### src/rtl/comp_pointer_arbiter_if.sv
// Request/ack and register-file command bundle for the comparator pointer arbiter.
// The arbiter uses the slave modport; requesters and the register file see the master side.
interface comp_pointer_arbiter_if #(
  parameter int KEY_WIDTH  = 4,
  parameter int ADDR_WIDTH = 10
);
  logic                  csr_start_req;
  logic                  csr_end_req;
  logic [1:0]            csr_core_id;
  logic [KEY_WIDTH-1:0]  csr_task_id;
  logic [ADDR_WIDTH-1:0] csr_data;
  logic                  csr_ack;

  logic                  fp_inc_req;
  logic [1:0]            fp_core_id;
  logic [KEY_WIDTH-1:0]  fp_task_id;
  logic                  fp_ack;

  logic                  cmp_inc_req;
  logic                  cmp_rst_req;
  logic [KEY_WIDTH-1:0]  cmp_task_id;
  logic                  cmp_ack;

  logic [2:0]            rf_op;
  logic [1:0]            rf_core_id;
  logic [KEY_WIDTH-1:0]  rf_task_id;
  logic [ADDR_WIDTH-1:0] rf_data;
  logic                  rf_done;

  logic                  busy;
  logic                  timeout_err;
  logic                  err_clear;

  modport slave (
    input  csr_start_req, csr_end_req, csr_core_id, csr_task_id, csr_data,
    input  fp_inc_req, fp_core_id, fp_task_id,
    input  cmp_inc_req, cmp_rst_req, cmp_task_id,
    input  rf_done, err_clear,
    output csr_ack, fp_ack, cmp_ack,
    output rf_op, rf_core_id, rf_task_id, rf_data,
    output busy, timeout_err
  );

  modport master (
    output csr_start_req, csr_end_req, csr_core_id, csr_task_id, csr_data,
    output fp_inc_req, fp_core_id, fp_task_id,
    output cmp_inc_req, cmp_rst_req, cmp_task_id,
    output rf_done, err_clear,
    input  csr_ack, fp_ack, cmp_ack,
    input  rf_op, rf_core_id, rf_task_id, rf_data,
    input  busy, timeout_err
  );
endinterface

### src/rtl/comp_pointer_arbiter.sv
// Round-robin sequencer for the comparator pointer register file: one op in flight,
// completion wait with watchdog, single-cycle ack to the granted requester.
module comp_pointer_arbiter #(
  parameter int KEY_WIDTH  = 4,
  parameter int ADDR_WIDTH = 10,
  parameter int TIMEOUT    = 15
) (
  input  logic                  clk,
  input  logic                  reset,
  comp_pointer_arbiter_if.slave bus
);

  localparam int CNT_W = $clog2(TIMEOUT + 1);

  typedef enum logic [1:0] {IDLE, ISSUE, WAIT, ACK} state_e;
  typedef enum logic [1:0] {REQ_CSR, REQ_FP, REQ_CMP} req_e;
  typedef enum logic [2:0] {
    OP_NONE       = 3'd0,
    OP_START_WR   = 3'd1,
    OP_END_WR     = 3'd2,
    OP_INC_HEAD   = 3'd3,
    OP_INC_TAIL   = 3'd4,
    OP_RESET_TASK = 3'd5
  } op_e;

  state_e                state_q, state_d;
  req_e                  rr_last_q, grant_q, win;
  op_e                   op_q, win_op;
  logic                  has_csr, has_fp, has_cmp, win_vld;
  logic [1:0]            win_core, core_q;
  logic [KEY_WIDTH-1:0]  win_task, task_q;
  logic [ADDR_WIDTH-1:0] win_data, data_q;
  logic [CNT_W-1:0]      wd_cnt_q;
  logic                  abort;
  logic                  timeout_err_q;

  assign has_csr = bus.csr_start_req | bus.csr_end_req;
  assign has_fp  = bus.fp_inc_req;
  assign has_cmp = bus.cmp_inc_req | bus.cmp_rst_req;
  assign win_vld = has_csr | has_fp | has_cmp;

  // Search starts at the requester after the last one served, wrapping CSR -> FPRINT -> COMP.
  always_comb begin
    win = REQ_CSR;
    case (rr_last_q)
      REQ_CSR: win = has_fp  ? REQ_FP  : (has_cmp ? REQ_CMP : REQ_CSR);
      REQ_FP:  win = has_cmp ? REQ_CMP : (has_csr ? REQ_CSR : REQ_FP);
      default: win = has_csr ? REQ_CSR : (has_fp  ? REQ_FP  : REQ_CMP);
    endcase
  end

  always_comb begin
    win_op   = OP_NONE;
    win_core = '0;
    win_task = '0;
    win_data = '0;
    case (win)
      REQ_CSR: begin
        win_op   = bus.csr_start_req ? OP_START_WR : OP_END_WR;
        win_core = bus.csr_core_id;
        win_task = bus.csr_task_id;
        win_data = bus.csr_data;
      end
      REQ_FP: begin
        win_op   = OP_INC_HEAD;
        win_core = bus.fp_core_id;
        win_task = bus.fp_task_id;
      end
      default: begin
        win_op   = bus.cmp_rst_req ? OP_RESET_TASK : OP_INC_TAIL;
        win_task = bus.cmp_task_id;
      end
    endcase
  end

  always_comb begin
    state_d = state_q;
    abort   = 1'b0;
    case (state_q)
      IDLE:  if (win_vld) state_d = ISSUE;
      ISSUE: state_d = WAIT;
      WAIT: begin
        if (bus.rf_done) begin
          state_d = ACK;
        end else if (wd_cnt_q == CNT_W'(TIMEOUT)) begin
          abort   = 1'b1;
          state_d = ACK;
        end
      end
      ACK:     state_d = IDLE;
      default: state_d = IDLE;
    endcase
  end

  always_ff @(posedge clk or posedge reset) begin
    if (reset) begin
      state_q       <= IDLE;
      rr_last_q     <= REQ_CMP;
      grant_q       <= REQ_CSR;
      op_q          <= OP_NONE;
      core_q        <= '0;
      task_q        <= '0;
      data_q        <= '0;
      wd_cnt_q      <= '0;
      timeout_err_q <= 1'b0;
    end else begin
      state_q <= state_d;
      if (state_q == IDLE && win_vld) begin
        grant_q <= win;
        op_q    <= win_op;
        core_q  <= win_core;
        task_q  <= win_task;
        data_q  <= win_data;
      end
      wd_cnt_q <= (state_q == WAIT) ? wd_cnt_q + 1'b1 : '0;
      if (state_q == ACK) rr_last_q <= grant_q;
      if (abort)              timeout_err_q <= 1'b1;
      else if (bus.err_clear) timeout_err_q <= 1'b0;
    end
  end

  assign bus.rf_op       = (state_q == ISSUE) ? op_q : OP_NONE;
  assign bus.rf_core_id  = core_q;
  assign bus.rf_task_id  = task_q;
  assign bus.rf_data     = data_q;
  assign bus.busy        = (state_q != IDLE);
  assign bus.timeout_err = timeout_err_q;
  assign bus.csr_ack     = (state_q == ACK) && (grant_q == REQ_CSR);
  assign bus.fp_ack      = (state_q == ACK) && (grant_q == REQ_FP);
  assign bus.cmp_ack     = (state_q == ACK) && (grant_q == REQ_CMP);

endmodule

### src/flat_wrapper.sv
// flat-port wrapper written by rule: the top's interface ports become plain ports
module comp_pointer_arbiter_flat 
#(
  parameter int KEY_WIDTH  = 4,
  parameter int ADDR_WIDTH = 10,
  parameter int TIMEOUT    = 15
)
  (clk, reset, bus_csr_start_req, bus_csr_end_req, bus_csr_core_id, bus_csr_task_id, bus_csr_data, bus_fp_inc_req, bus_fp_core_id, bus_fp_task_id, bus_cmp_inc_req, bus_cmp_rst_req, bus_cmp_task_id, bus_rf_done, bus_err_clear, bus_csr_ack, bus_fp_ack, bus_cmp_ack, bus_rf_op, bus_rf_core_id, bus_rf_task_id, bus_rf_data, bus_busy, bus_timeout_err);
  comp_pointer_arbiter_if #(.KEY_WIDTH(KEY_WIDTH), .ADDR_WIDTH(ADDR_WIDTH)) bus_i ();
  input  logic clk;
  input  logic reset;
  input wire logic [$bits(bus_i.csr_start_req)-1:0] bus_csr_start_req;
  input wire logic [$bits(bus_i.csr_end_req)-1:0] bus_csr_end_req;
  input wire logic [$bits(bus_i.csr_core_id)-1:0] bus_csr_core_id;
  input wire logic [$bits(bus_i.csr_task_id)-1:0] bus_csr_task_id;
  input wire logic [$bits(bus_i.csr_data)-1:0] bus_csr_data;
  input wire logic [$bits(bus_i.fp_inc_req)-1:0] bus_fp_inc_req;
  input wire logic [$bits(bus_i.fp_core_id)-1:0] bus_fp_core_id;
  input wire logic [$bits(bus_i.fp_task_id)-1:0] bus_fp_task_id;
  input wire logic [$bits(bus_i.cmp_inc_req)-1:0] bus_cmp_inc_req;
  input wire logic [$bits(bus_i.cmp_rst_req)-1:0] bus_cmp_rst_req;
  input wire logic [$bits(bus_i.cmp_task_id)-1:0] bus_cmp_task_id;
  input wire logic [$bits(bus_i.rf_done)-1:0] bus_rf_done;
  input wire logic [$bits(bus_i.err_clear)-1:0] bus_err_clear;
  output wire logic [$bits(bus_i.csr_ack)-1:0] bus_csr_ack;
  output wire logic [$bits(bus_i.fp_ack)-1:0] bus_fp_ack;
  output wire logic [$bits(bus_i.cmp_ack)-1:0] bus_cmp_ack;
  output wire logic [$bits(bus_i.rf_op)-1:0] bus_rf_op;
  output wire logic [$bits(bus_i.rf_core_id)-1:0] bus_rf_core_id;
  output wire logic [$bits(bus_i.rf_task_id)-1:0] bus_rf_task_id;
  output wire logic [$bits(bus_i.rf_data)-1:0] bus_rf_data;
  output wire logic [$bits(bus_i.busy)-1:0] bus_busy;
  output wire logic [$bits(bus_i.timeout_err)-1:0] bus_timeout_err;
  assign bus_i.csr_start_req = bus_csr_start_req;
  assign bus_i.csr_end_req = bus_csr_end_req;
  assign bus_i.csr_core_id = bus_csr_core_id;
  assign bus_i.csr_task_id = bus_csr_task_id;
  assign bus_i.csr_data = bus_csr_data;
  assign bus_i.fp_inc_req = bus_fp_inc_req;
  assign bus_i.fp_core_id = bus_fp_core_id;
  assign bus_i.fp_task_id = bus_fp_task_id;
  assign bus_i.cmp_inc_req = bus_cmp_inc_req;
  assign bus_i.cmp_rst_req = bus_cmp_rst_req;
  assign bus_i.cmp_task_id = bus_cmp_task_id;
  assign bus_i.rf_done = bus_rf_done;
  assign bus_i.err_clear = bus_err_clear;
  assign bus_csr_ack = bus_i.csr_ack;
  assign bus_fp_ack = bus_i.fp_ack;
  assign bus_cmp_ack = bus_i.cmp_ack;
  assign bus_rf_op = bus_i.rf_op;
  assign bus_rf_core_id = bus_i.rf_core_id;
  assign bus_rf_task_id = bus_i.rf_task_id;
  assign bus_rf_data = bus_i.rf_data;
  assign bus_busy = bus_i.busy;
  assign bus_timeout_err = bus_i.timeout_err;
  comp_pointer_arbiter #(.KEY_WIDTH(KEY_WIDTH), .ADDR_WIDTH(ADDR_WIDTH), .TIMEOUT(TIMEOUT)) u_core (.clk(clk), .reset(reset), .bus(bus_i));
endmodule
### config.mk
export PLATFORM = sky130hd
export DESIGN_NAME = comp_pointer_arbiter_flat
export DESIGN_NICKNAME = d
export VERILOG_FILES = /design/src/rtl/comp_pointer_arbiter_if.sv /design/src/rtl/comp_pointer_arbiter.sv /design/src/flat_wrapper.sv
export SDC_FILE = /design/constraint.sdc
export NUM_CORES = 1
export LEC_CHECK = 0
export BUFFER_PORTS_ARGS = -buffer_cell sky130_fd_sc_hd__clkbuf_2
export CAP_MARGIN = 20
export CORE_ASPECT_RATIO = 0.9
export CORE_UTILIZATION = 50
export CTS_BUF_LIST = sky130_fd_sc_hd__clkbuf_8
export CTS_CLUSTER_SIZE = 14
export DETAILED_ROUTE_END_ITERATION = 8
export GPL_ROUTABILITY_DRIVEN = 0
export PLACE_DENSITY = 0.83
export SLEW_MARGIN = 20
export SYNTH_ARGS = -nofsm -noshare
export SYNTH_HDL_FRONTEND = slang
export SYNTH_SLANG_ARGS = --single-unit
### constraint.sdc
create_clock -name clk -period 2.9 [get_ports clk]
set_input_delay 0 -clock clk [delete_from_list [all_inputs] [get_ports clk]]
set_output_delay 0 -clock clk [all_outputs]
set_load 0.02 [all_outputs]
Yosys cells after proc, flatten, opt, wreduce, memory -nomap -nowiden
Cells that the tools add are included.
Widths: inputs -> output; s select.
{"block": "word_totals", "ff_bits": 30, "latchBits": 0, "mem_bits_rw": 0, "rom_bits": 0, "inputBits": 35, "wordCells": 59, "memories": 0}
{"block": "classes", "n_addsub": 1, "n_mul": 0, "div_mod_pow": 0, "n_lt_le_gt_ge": 0, "eq_ne": 10, "n_shift": 0, "mux": 24, "n_bitwise": 4, "reduce_logical": 11}
{"operator": "$mux 2", "n": 9}
{"operator": "$mux 10", "n": 1}
{"operator": "$eq 2x1->1 const B", "n": 4}
{"operator": "$logic_not 2->1", "n": 4}
{"operator": "$pmux 2 s2", "n": 2}
{"operator": "$pmux 2 s4", "n": 1}
{"operator": "$pmux 4 s2", "n": 1}
{"operator": "$mux 1", "n": 7}
{"operator": "$eq 2x2->1 const B", "n": 3}
{"operator": "$pmux 3 s2", "n": 1}
{"operator": "$add 4x1->4 const B", "n": 1}
{"operator": "$eq 4x4->1 const B", "n": 1}
{"operator": "$logic_and 1x1->1", "n": 4}
{"operator": "$mux 4", "n": 1}
{"operator": "$or 1x1->1", "n": 4}
{"operator": "$reduce_bool 2->1", "n": 2}
{"operator": "$mux 3", "n": 1}
{"operator": "$ne 3x2->1 const B", "n": 1}
{"operator": "$ne 2x1->1 const B", "n": 1}
{"operator": "$reduce_and 2->1", "n": 1}

Longest topological paths before layout
Gate-level depths: netlist of run 1.
{"block": "depth", "word_depth": 6, "mapped_depth": 6}

Least setup slack after synthesis of run 1
Ideal clock, no wire load.
{"block": "synth_path", "path_kind": "register to register", "from": "register u_core.state_q[0]", "to": "register u_core.state_q[0]", "arrival_ns": 1.258, "required_time_ns": 2.763, "slack_ns": 1.506, "path_stages_with_launch": 7, "cell_sequence": "dfrtp_1 inv_1 ha_1 inv_1 o31a_1 nor2_1 a21oi_1"}
{"block": "synth_between", "elab_chain_len": 3, "elab_cells_between_ends": 8, "cone_classes": "eq/ne (5); mux (1); reduce/logical (2)"}
{"item": "start, declared", "line_no": "comp_pointer_arbiter.sv:26", "rtl": "state_e state_q, state_d;"}
{"item": "start signal, assigned", "line_no": "comp_pointer_arbiter.sv:107", "rtl": "state_q <= state_d;"}
{"item": "$eq 2x2->1 or $logic_not 2->1 (tied branches)", "line_no": "comp_pointer_arbiter.sv:79", "rtl": "case (state_q)"}
{"item": "$ne 3x2->1 (no source line) or $ne 2x1->1 (tied branches)"}
{"item": "$reduce_and 2->1 (no source line)"}
Parallel ways exist; a longest one is shown, timed or not.
A chain may end at the register's enable or synchronous reset.

Final worst setup path of run 1
{"block": "layout_path", "from": "register u_core.state_q[0]", "to": "register u_core.timeout_err_q, in the netlist u_core.bus.timeout_err"}
{"block": "layout_between", "elab_chain_len": 3, "elab_cells_between_ends": 4, "cone_classes": "eq/ne (1); mux (2); reduce/logical (1)"}
{"item": "$eq 2x2->1 (*)", "line_no": "comp_pointer_arbiter.sv:79"}
{"item": "$mux 1 (*)", "line_no": "comp_pointer_arbiter.sv:79"}
{"item": "$mux 1 or $reduce_bool 2->1 (tied branches)"}
{"item": "end signal, assigned", "line_no": "comp_pointer_arbiter.sv:105", "rtl": "timeout_err_q <= 1'b0;"}
{"item": "end signal, assigned", "line_no": "comp_pointer_arbiter.sv:117", "rtl": "if (abort) timeout_err_q <= 1'b1;"}
{"item": "end signal, assigned", "line_no": "comp_pointer_arbiter.sv:118", "rtl": "else if (bus.err_clear) timeout_err_q <= 1'b0;"}
{"item": "end, declared", "line_no": "comp_pointer_arbiter.sv:35", "rtl": "logic timeout_err_q;"}
Mark *: on every way between the ends. The rest lies on a longest branch, timed or not.

==> results of run 1 <==
layout make-up:
| cell class | count | area, um^2 |
|---|---|---|
| sequential | 30 | 752 |
| fill | 175 | 687 |
| multi-input combinational | 92 | 634 |
| timing repair buffer | 77 | 480 |
| clock buffer | 6 | 82.6 |
| tap | 40 | 50.0 |
| inverter | 7 | 26.3 |
| clock inverter | 2 | 12.5 |
where the power goes:
| group | total [uW] | internal, uW | switching [uW] |
|---|---|---|---|
| sequential | 725 | 601 | 124 |
| combinational | 932 | 361 | 571 |
| clock | 345 | 190 | 155 |
worst paths after layout:
kind,cells after the start,to,slack [ns]
max in group asynchronous,3,u_core.bus.rf_core_id[0],2.16
worst min-delay path,3,u_core.bus.rf_core_id[0],0.01
min in group asynchronous,3,u_core.bus.rf_data[7],0.33
worst min register to register,1,u_core.wd_cnt_q[0],0.46
worst max-delay path,5,u_core.bus.timeout_err,1.15
worst max register to register,5,u_core.bus.timeout_err,1.15
per-stage QoR:
stage | utilization [%] | hold slack (ns) | instance area, um^2
after global placement | 64.3 | 0.188 | 1750
after detailed placement | 64.3 | 0.205 | 1750
final | 74.8 | 0.0147 | 2040
after global routing | 74.8 | 0.0233 | 2040
after floorplan | - | 0.0901 | 1430
after CTS | 74.4 | 0.0149 | 2030
tightest hold or removal path, delay by kind of cell:
kind / cells / cell delay [ns]
AOI/OAI and AO/OA: 2 / 0.18
buffers and inverters: 1 / 0.08
placed cells by master (no fill, tap or decap), types with 3 or more instances in the layout:
cell type and count:
dlygate4sd3_1 19, ha_1 5, and2_1 4, a221oi_1 4, clkbuf_2 58, clkbuf_8 6
o21ai_1 3, nand2_1 5, a22o_1 10, dfrtp_1 29, nand3_1 9, inv_1 6
a21oi_1 9, nor2_1 17
registers in the layout, indices dropped and copies added (netlist names):
| name | cells |
|---|---|
| u_core.state_q | 2 |
| u_core.bus.rf_task_id | 4 |
| u_core.bus.rf_core_id | 2 |
| u_core.wd_cnt_q | 4 |
| u_core.bus.timeout_err | 1 |
| u_core.grant_q | 2 |
| u_core.op_q | 3 |
| u_core.bus.rf_data | 10 |
| u_core.rr_last_q | 2 |
cells in the mapped netlist:
cell type	n
and3b_1	1
dfstp_2	1
nor3b_1	1
o21ai_1	3
buf_2	2
o21a_1	2
a21o_1	1
a221oi_1	4
a211oi_2	1
dfrtp_1	29
a21oi_1	9
nand2_1	5
and2b_4	1
xnor2_1	1
clkbuf_1	1
nor2_1	17
nand3b_1	2
a31oi_2	1
nand3_1	9
a22o_1	10
xor2_1	1
o31a_1	2
nor2_2	1
nor3_1	2
nor3_4	1
mux2_2	1
o31ai_4	1
inv_1	7
nor2_4	1
o21ai_0	2
buf_4	1
ha_1	5
and2_1	4
o32ai_1	1
o21ai_2	2
cells by family (layout without fill, tap and decap cells):
logic type                 after synthesis  count (layout)  share of synthesized area, %
muxes                                    1               1                         0.785
and+or+nand+nor                         45              45                          16.6
xor gates and xnor gates                 2               2                          1.22
AOI/OAI and AO/OA                       39              39                          21.3
buffers and inverters                   11              92                          3.32
DFF                                     30              30                          52.4
adders and majority gates                5               5                          4.36
per-layer routing:
layer / vias to the layer above / wire [um] / part of all wire, %
li1: 636 / - / -
met1: 617 / 1370 / 39
met2: 63 / 1800 / 52
met3: 7 / 252 / 7.2
met4: 0 / 55 / 1.6
met5: - / 0 / 0
==> key figures, run 1 <==
Run status
  – Outcome: complete, no violations

Floorplanning
  – # IOs: 59
  – Number of cell rows: 18
  – Core footprint: 2730 um^2
  – Chip height: 52.8 um
  – Die footprint: approximately 3000 um^2
  – Initial core utilization: a little over half
  – DIE WIDTH: roughly 58 um

Clocking
  – Htree depth: 2
  – Clock tree buffer depth: 2
  – Post-CTS setup buffer count: 0
  – Hold_buf cts: 18
  – Root buf cell: clkbuf_8
  – TritonCTS buffer count: 5
  – Post-CTS sizing: 0
  – CTS clk-pin slew, worst paths: approximately 0.060 ns
  – CTS tree: done
  – CTS Sinks: 30
  – Worst-Skew Late Latency: approximately 0.29 ns

Power
  – Pwr dens: 983 nW/um^2
  – Peak supply drop: 0.661 mV
  – Final Power: 2000 uW
  – Cell leakage power: approximately 0.0010 uW

Worst setup path
  – Critical path endpoint category: flip-flop
  – Worst path slowest cell: dlygate4sd3_1
  – Crit-path max FO: 5
  – CP required: around 3.1 ns
  – Crit-path leading delay family: buffers and inverters
  – CP bufs+invs: 3
  – Reg2Reg Launch Point: u_core.state_q[0]
  – Worst Setup SP: u_core.state_q[0]
  – Kind of critical path: flip-flop to flip-flop
  – CP peak stage delay: between 0.5 and 0.6 ns
  – Crit path top cell by count: inv_1
  – Critical path arrival: about 2 ns
  – CP Launch Type: flip-flop
  – Critical Path, Cell by Cell: inv_1 -> ha_1 -> inv_1 -> o32ai_1 -> dlygate4sd3_1

Synth
  – Synth Cell Area: around 1400 um^2
  – Synth Net Count: roughly 170
  – Synth Area per Inst: about 11 um^2
  – Area leader, netlist: dfrtp_1
  – Synth warn: 0
  – Synth Instances: 133
  – Count of different cell masters after synthesis: 35
  – Top-area cell type share of the netlist area: 50.6%
  – Seq/Total Area, Yosys: between 50 and 60%
  – Synth Register Bits: 30
  – Area contributors post-synth: dfrtp_1 51%, a22o_1 6.1%, nor2_1 4.5%, ha_1 4.4%, a21oi_1 3.1%

Timing
  – Final worst setup slack: roughly 1.2 ns
  – Fmax achieved: 573 MHz
  – Setup TNS Final: 0 ns
  – Final setup viols: 0
  – Pins Over Slew Limit: 0
  – Clk_skew: approximately 0.0039 ns
  – Hold Vio Cnt, Final: 0
  – RSZ-0062 raised after global routing: false
  – Period utilization: between 60 and 70%
  – Relative slew slack: around 41%
  – Fin crit period: roughly 1.7 ns
  – Worst Tran Pin Value: around 0.9 ns

Drt
  – Routed WL per cell: 13.7 um
  – Vias: around 1300
  – Initial DRC Count: between 40 and 50
  – DR vias/cell: ~5.2
  – Residual DRC count: 0
  – Post-route ant nets: 0
  – 1st-pass router iterations: 4
  – Final wirelength: approximately 3.5 mm

Finish
  – Diodes inserted: 0
  – Area delta synth->final: 42.1%
  – Layout Cells excl Fill: around 250
  – Share of cells above drive strength 1: between 30% and 40%
  – Nets: between 200 and 300

Worst hold path
  – Worst Hold Class: input port to flip-flop
  – Min-delay src: bus_fp_core_id[0]

Global route
  – Met2 Resource Use GR: between 40% and 50%
  – Initial antenna violation count: 0
  – Met3 Usage GRT: under 10%
  – Top Usage Layer GRT: met2
  – Pin count of the biggest net entering global routing: 31
  – Number of global-route vias before repair: 1286
  – Total gr overflow: 0
  – Total track usage: about a quarter
  – Met1 global-route usage: around 28%
  – First-pass GRT wire length: roughly 5.4 mm

Placed design
  – HPWL Detailed: 2.39 mm
  – Pre-CTS setup slack: approximately 1.3 ns
  – IO buf count: just under 60
  – Dpl cells: roughly 230

Flow run
  – # Max-Cap Violations: 0
Note: power is estimated with default switching activity, not from simulation.
==> run 2, diff against run 1 <==
--- a/config.mk
+++ b/config.mk
@@ -5,15 +5,16 @@
 export SDC_FILE = /design/constraint.sdc
 export NUM_CORES = 1
 export LEC_CHECK = 0
+export ABC_AREA = 1
 export BUFFER_PORTS_ARGS = -buffer_cell sky130_fd_sc_hd__clkbuf_2
 export CAP_MARGIN = 20
 export CORE_ASPECT_RATIO = 0.9
-export CORE_UTILIZATION = 50
+export CORE_UTILIZATION = 46
 export CTS_BUF_LIST = sky130_fd_sc_hd__clkbuf_8
 export CTS_CLUSTER_SIZE = 14
 export DETAILED_ROUTE_END_ITERATION = 8
 export GPL_ROUTABILITY_DRIVEN = 0
-export PLACE_DENSITY = 0.83
+export PLACE_DENSITY = 0.78
 export SLEW_MARGIN = 20
 export SYNTH_ARGS = -nofsm -noshare
 export SYNTH_HDL_FRONTEND = slang
==> constraint.sdc (replaced) <==
create_clock -name clk -period 1.6 [get_ports clk]
set_input_delay 0 -clock clk [delete_from_list [all_inputs] [get_ports clk]]
set_output_delay 0 -clock clk [all_outputs]
set_load 0.02 [all_outputs]
==> key figures, run 2 <==
Run status
  – Outcome: complete, no violations

Finish
  – Nets: 308 (+22%)
  – Max FFs per register: 10 (unchanged)
  – Diodes inserted: 0 (unchanged)
  – Area delta synth->final: 38.0%
  – Share of cells above drive strength 1: 32.0% (-4.5 points)
  – Most common cell after layout, fill and taps aside: clkbuf_2
  – Most frequent cells in the layout: 58 x clkbuf_2, 45 x nand2_1, 29 x dfrtp_1
  – Post-route cell area: 2180 um^2 (+6.9%)

Synth
  – Synth Net Count: 227 (+31%)
  – Top-area cell type share of the netlist area: 46.0% (-4.7 points)
  – Synth warn: 0 (unchanged)
  – Number of flops mapped to enable cells by yosys: 0 (unchanged)
  – Post-synth ARST share: 100% (unchanged)
  – Synth Instances: 187 (+41%)
  – Synth Flop Type: dfrtp_1
  – Dominant cell by count in the synthesized netlist: nand2_1
  – Synth cell count leaders: 45 x nand2_1, 29 x dfrtp_1, 26 x nor2_1
  – Synth Cell Area: 1580 um^2 (+10%)
  – Area contributors post-synth: dfrtp_1 46%, nand2_1 11%, nand3_1 6.3%, nor2_1 6.2%, inv_1 5.7%
  – Area leader, netlist: dfrtp_1
  – Count of different cell masters after synthesis: 26 (-26%)
  – Synth Register Bits: 30 (unchanged)
  – Seq/Total Area, Yosys: 47.6% (-4.8 points)
  – Synth Area per Inst: 8.44 um^2 (-22%)

Worst setup path
  – CP Launch Type: flip-flop
  – Critical path arrival: 1.69 ns (-0.28 ns)
  – Critical path endpoint category: flip-flop
  – FF-to-FF setup slack: 0.12 ns (-1.04 ns)
  – CP required: 1.81 ns (-1.31 ns)
  – Worst Setup SP: u_core.state_q[1]
  – Kind of critical path: flip-flop to flip-flop
  – Critical Path, Cell by Cell: inv_1 -> ha_1 -> inv_1 -> o21ai_0 -> nor2_1 -> a21oi_1
  – Reg2Reg Launch Point: u_core.state_q[1]
  – Crit path top cell by count: inv_1
  – CP peak stage delay: 0.40 ns (-0.18 ns)
  – Crit-path max FO: 3 (-2)
  – Worst path slowest cell: dfrtp_1

Clocking
  – Post-CTS sizing: 0 (unchanged)
  – CTS Sinks: 30 (unchanged)
  – Clock tree buffer depth: 2 (unchanged)
  – CTS tree: done
  – Root buf cell: clkbuf_8
  – CTS clk-pin slew, worst paths: 0.06 ns (about the same)
  – Htree depth: 2 (unchanged)
  – Worst-Skew Late Latency: 0.29 ns (about the same)
  – TritonCTS buffer count: 5 (unchanged)

Placed design
  – HPWL Detailed: 2.48 mm (+3.9%)
  – Area after DPL: 1900 um^2 (+8.3%)
  – IO buf count: 58 (unchanged)

Timing
  – Period utilization: 92.8% (+33 points)
  – Pins Over Slew Limit: 0 (unchanged)
  – RSZ-0062 raised after global routing: false
  – Setup TNS Final: 0 ns (unchanged)
  – Worst Tran Pin Value: 0.378 ns (-0.510 ns)
  – Hold Vio Cnt, Final: 0 (unchanged)
  – Fmax achieved: 673 MHz (+18%)
  – Clk_skew: 0.00241 ns (-0.00150 ns)
  – Fin crit period: 1.48 ns (-0.262 ns)
  – Relative slew slack: 74.8% (+34 points)
  – Final setup viols: 0 (unchanged)

Power
  – P_int: 2080 uW (+81%)
  – Pwr dens: 1720 nW/um^2 (+75%)
  – Cell leakage power: 0.00121 uW (+20%)
  – Net Sw Frac: 44.3% (+1.9 points)
  – Sequential share of power: 33.4% (-2.8 points)
  – Psw: 1660 uW (+95%)
  – Comb pwr share: 49.9% (+3.4 points)
  – Peak supply drop: 1.02 mV (+54%)
  – Clk pwr share: 16.7% (-0.5 points)

Floorplanning
  – Number of cell rows: 19 (+1)
  – Chip height: 57.6 um (+9.0%)
  – DIE WIDTH: 63.8 um (+9.1%)
  – # IOs: 59 (unchanged)
  – Core footprint: 3160 um^2 (+16%)
  – Initial core utilization: 49.9% (-2.7 points)
  – Die footprint: 3670 um^2 (+19%)

Drt
  – Residual DRC count: 0 (unchanged)
  – Initial DRC Count: 38 (-16%)
  – DR vias/cell: 4.74 (-9.0%)
  – Post-route ant nets: 0 (unchanged)
  – 1st-pass router iterations: 4 (unchanged)
  – Routed WL per cell: 11.4 um (-17%)
  – Final wirelength: 3.54 mm (+1.5%)
  – Vias: 1474 (+11%)

Global route
  – Total gr overflow: 0 (unchanged)
  – Number of global-route vias before repair: 1355 (+5.4%)
  – First-pass GRT wire length: 5.79 mm (+6.9%)
  – Pin count of the biggest net entering global routing: 31 (unchanged)
  – Initial antenna violation count: 0 (unchanged)
  – Total track usage: 21.2% (-3.5 points)

Flow run
  – # Max-Cap Violations: 0 (unchanged)

Worst hold path
  – Min-delay src: bus_csr_task_id[2]
  – Worst Hold Class: input port to flip-flop
## run 2: changes by cell type after synthesis, moves of 9 or more
| cell | previous run | this run |
|---|---|---|
| inv_1 | 7 | 24 |
| nor2_1 | 17 | 26 |
| nand3_1 | 9 | 20 |
| nand2_1 | 5 | 45 |
| a22o_1 | 10 | 0 |
## run 2: final cells by class
cell class | instances | area (um^2)
Timing Repair Buffer | 78 | 495
Multi-Input combinational cell | 127 | 688
Sequential cell | 30 | 752
Clock buffer | 6 | 82.6
Tap cell | 42 | 52.6
Fill cell | 260 | 982
Inverter | 26 | 100
Clock inverter | 2 | 8.76
## run 2: repair_timing
item                                   4_1_cts  5_1_grt
endpoints found under the hold margin       42        0
setup endpoints to repair                    0       12
setup buffers                                0        1
hold buffers                                17        0
## run 2: final timing paths
path	endpoint	cells past startpoint
min reg2reg	u_core.wd_cnt_q[0]	1
max reg2reg	u_core.state_q[1]	6
max in group asynchronous	u_core.rr_last_q[1]	4
min	u_core.bus.rf_task_id[2]	5
max	u_core.state_q[1]	6
min in group asynchronous	u_core.wd_cnt_q[0]	4
## run 2: cell families after synthesis
| family | synth area share [%] |
|---|---|
| AOI/OAI and AO/OA | 4.36 |
| xor gates and xnor gates | 0.555 |
| adders and majority gates | 3.96 |
| buffers and inverters | 8.80 |
| DFF | 47.6 |
| and+or+nand+nor | 34.7 |
## run 2: layer usage
layer  vias up  GRT usage, %  wire [um]
met5         -             0          0
met4         0          10.7         82
met3         8          6.00        221
met2        45          35.1       1670
met1       676          25.3       1560
li1        745             -          -
## run 2: metrics by stage
| stage | util, % | hold slack (ns) | power (uW) | setup WS [ns] | cells |
|---|---|---|---|---|---|
| 2_1_floorplan | - | 0.0901 | 2610 | 0.186 | 187 |
| 3_3_place_gp | 60.0 | 0.0737 | 3010 | 0.157 | 285 |
| 3_5_place_dp | 60.0 | 0.0791 | 3060 | 0.0713 | 285 |
| 4_1_cts | 68.3 | 0.0348 | 3720 | 0.0700 | 310 |
| 5_1_grt | 68.9 | 0.0528 | 4040 | 0.00264 | 311 |
| 6_report | 68.9 | 0.0341 | 3740 | 0.115 | 311 |
## run 2: worst max-delay path, delay by kind of cell (launching register included)
family                     cells  cell delay (ns)
AOI/OAI and AO/OA              2             0.44
buffers and inverters          2             0.22
DFF                            1             0.40
and+or+nand+nor                1             0.08
adders and majority gates      1             0.28
## run 2: power groups by stage
| stage | clock [uW] | sequential [uW] | combinational (uW) |
|---|---|---|---|
| detailed placement | 0 | 1260 | 1800 |
| finish | 623 | 1250 | 1870 |
| global route | 663 | 1280 | 2100 |
| CTS | 635 | 1250 | 1840 |
| floorplan | 0 | 1440 | 1170 |
| global placement | 0 | 1250 | 1760 |
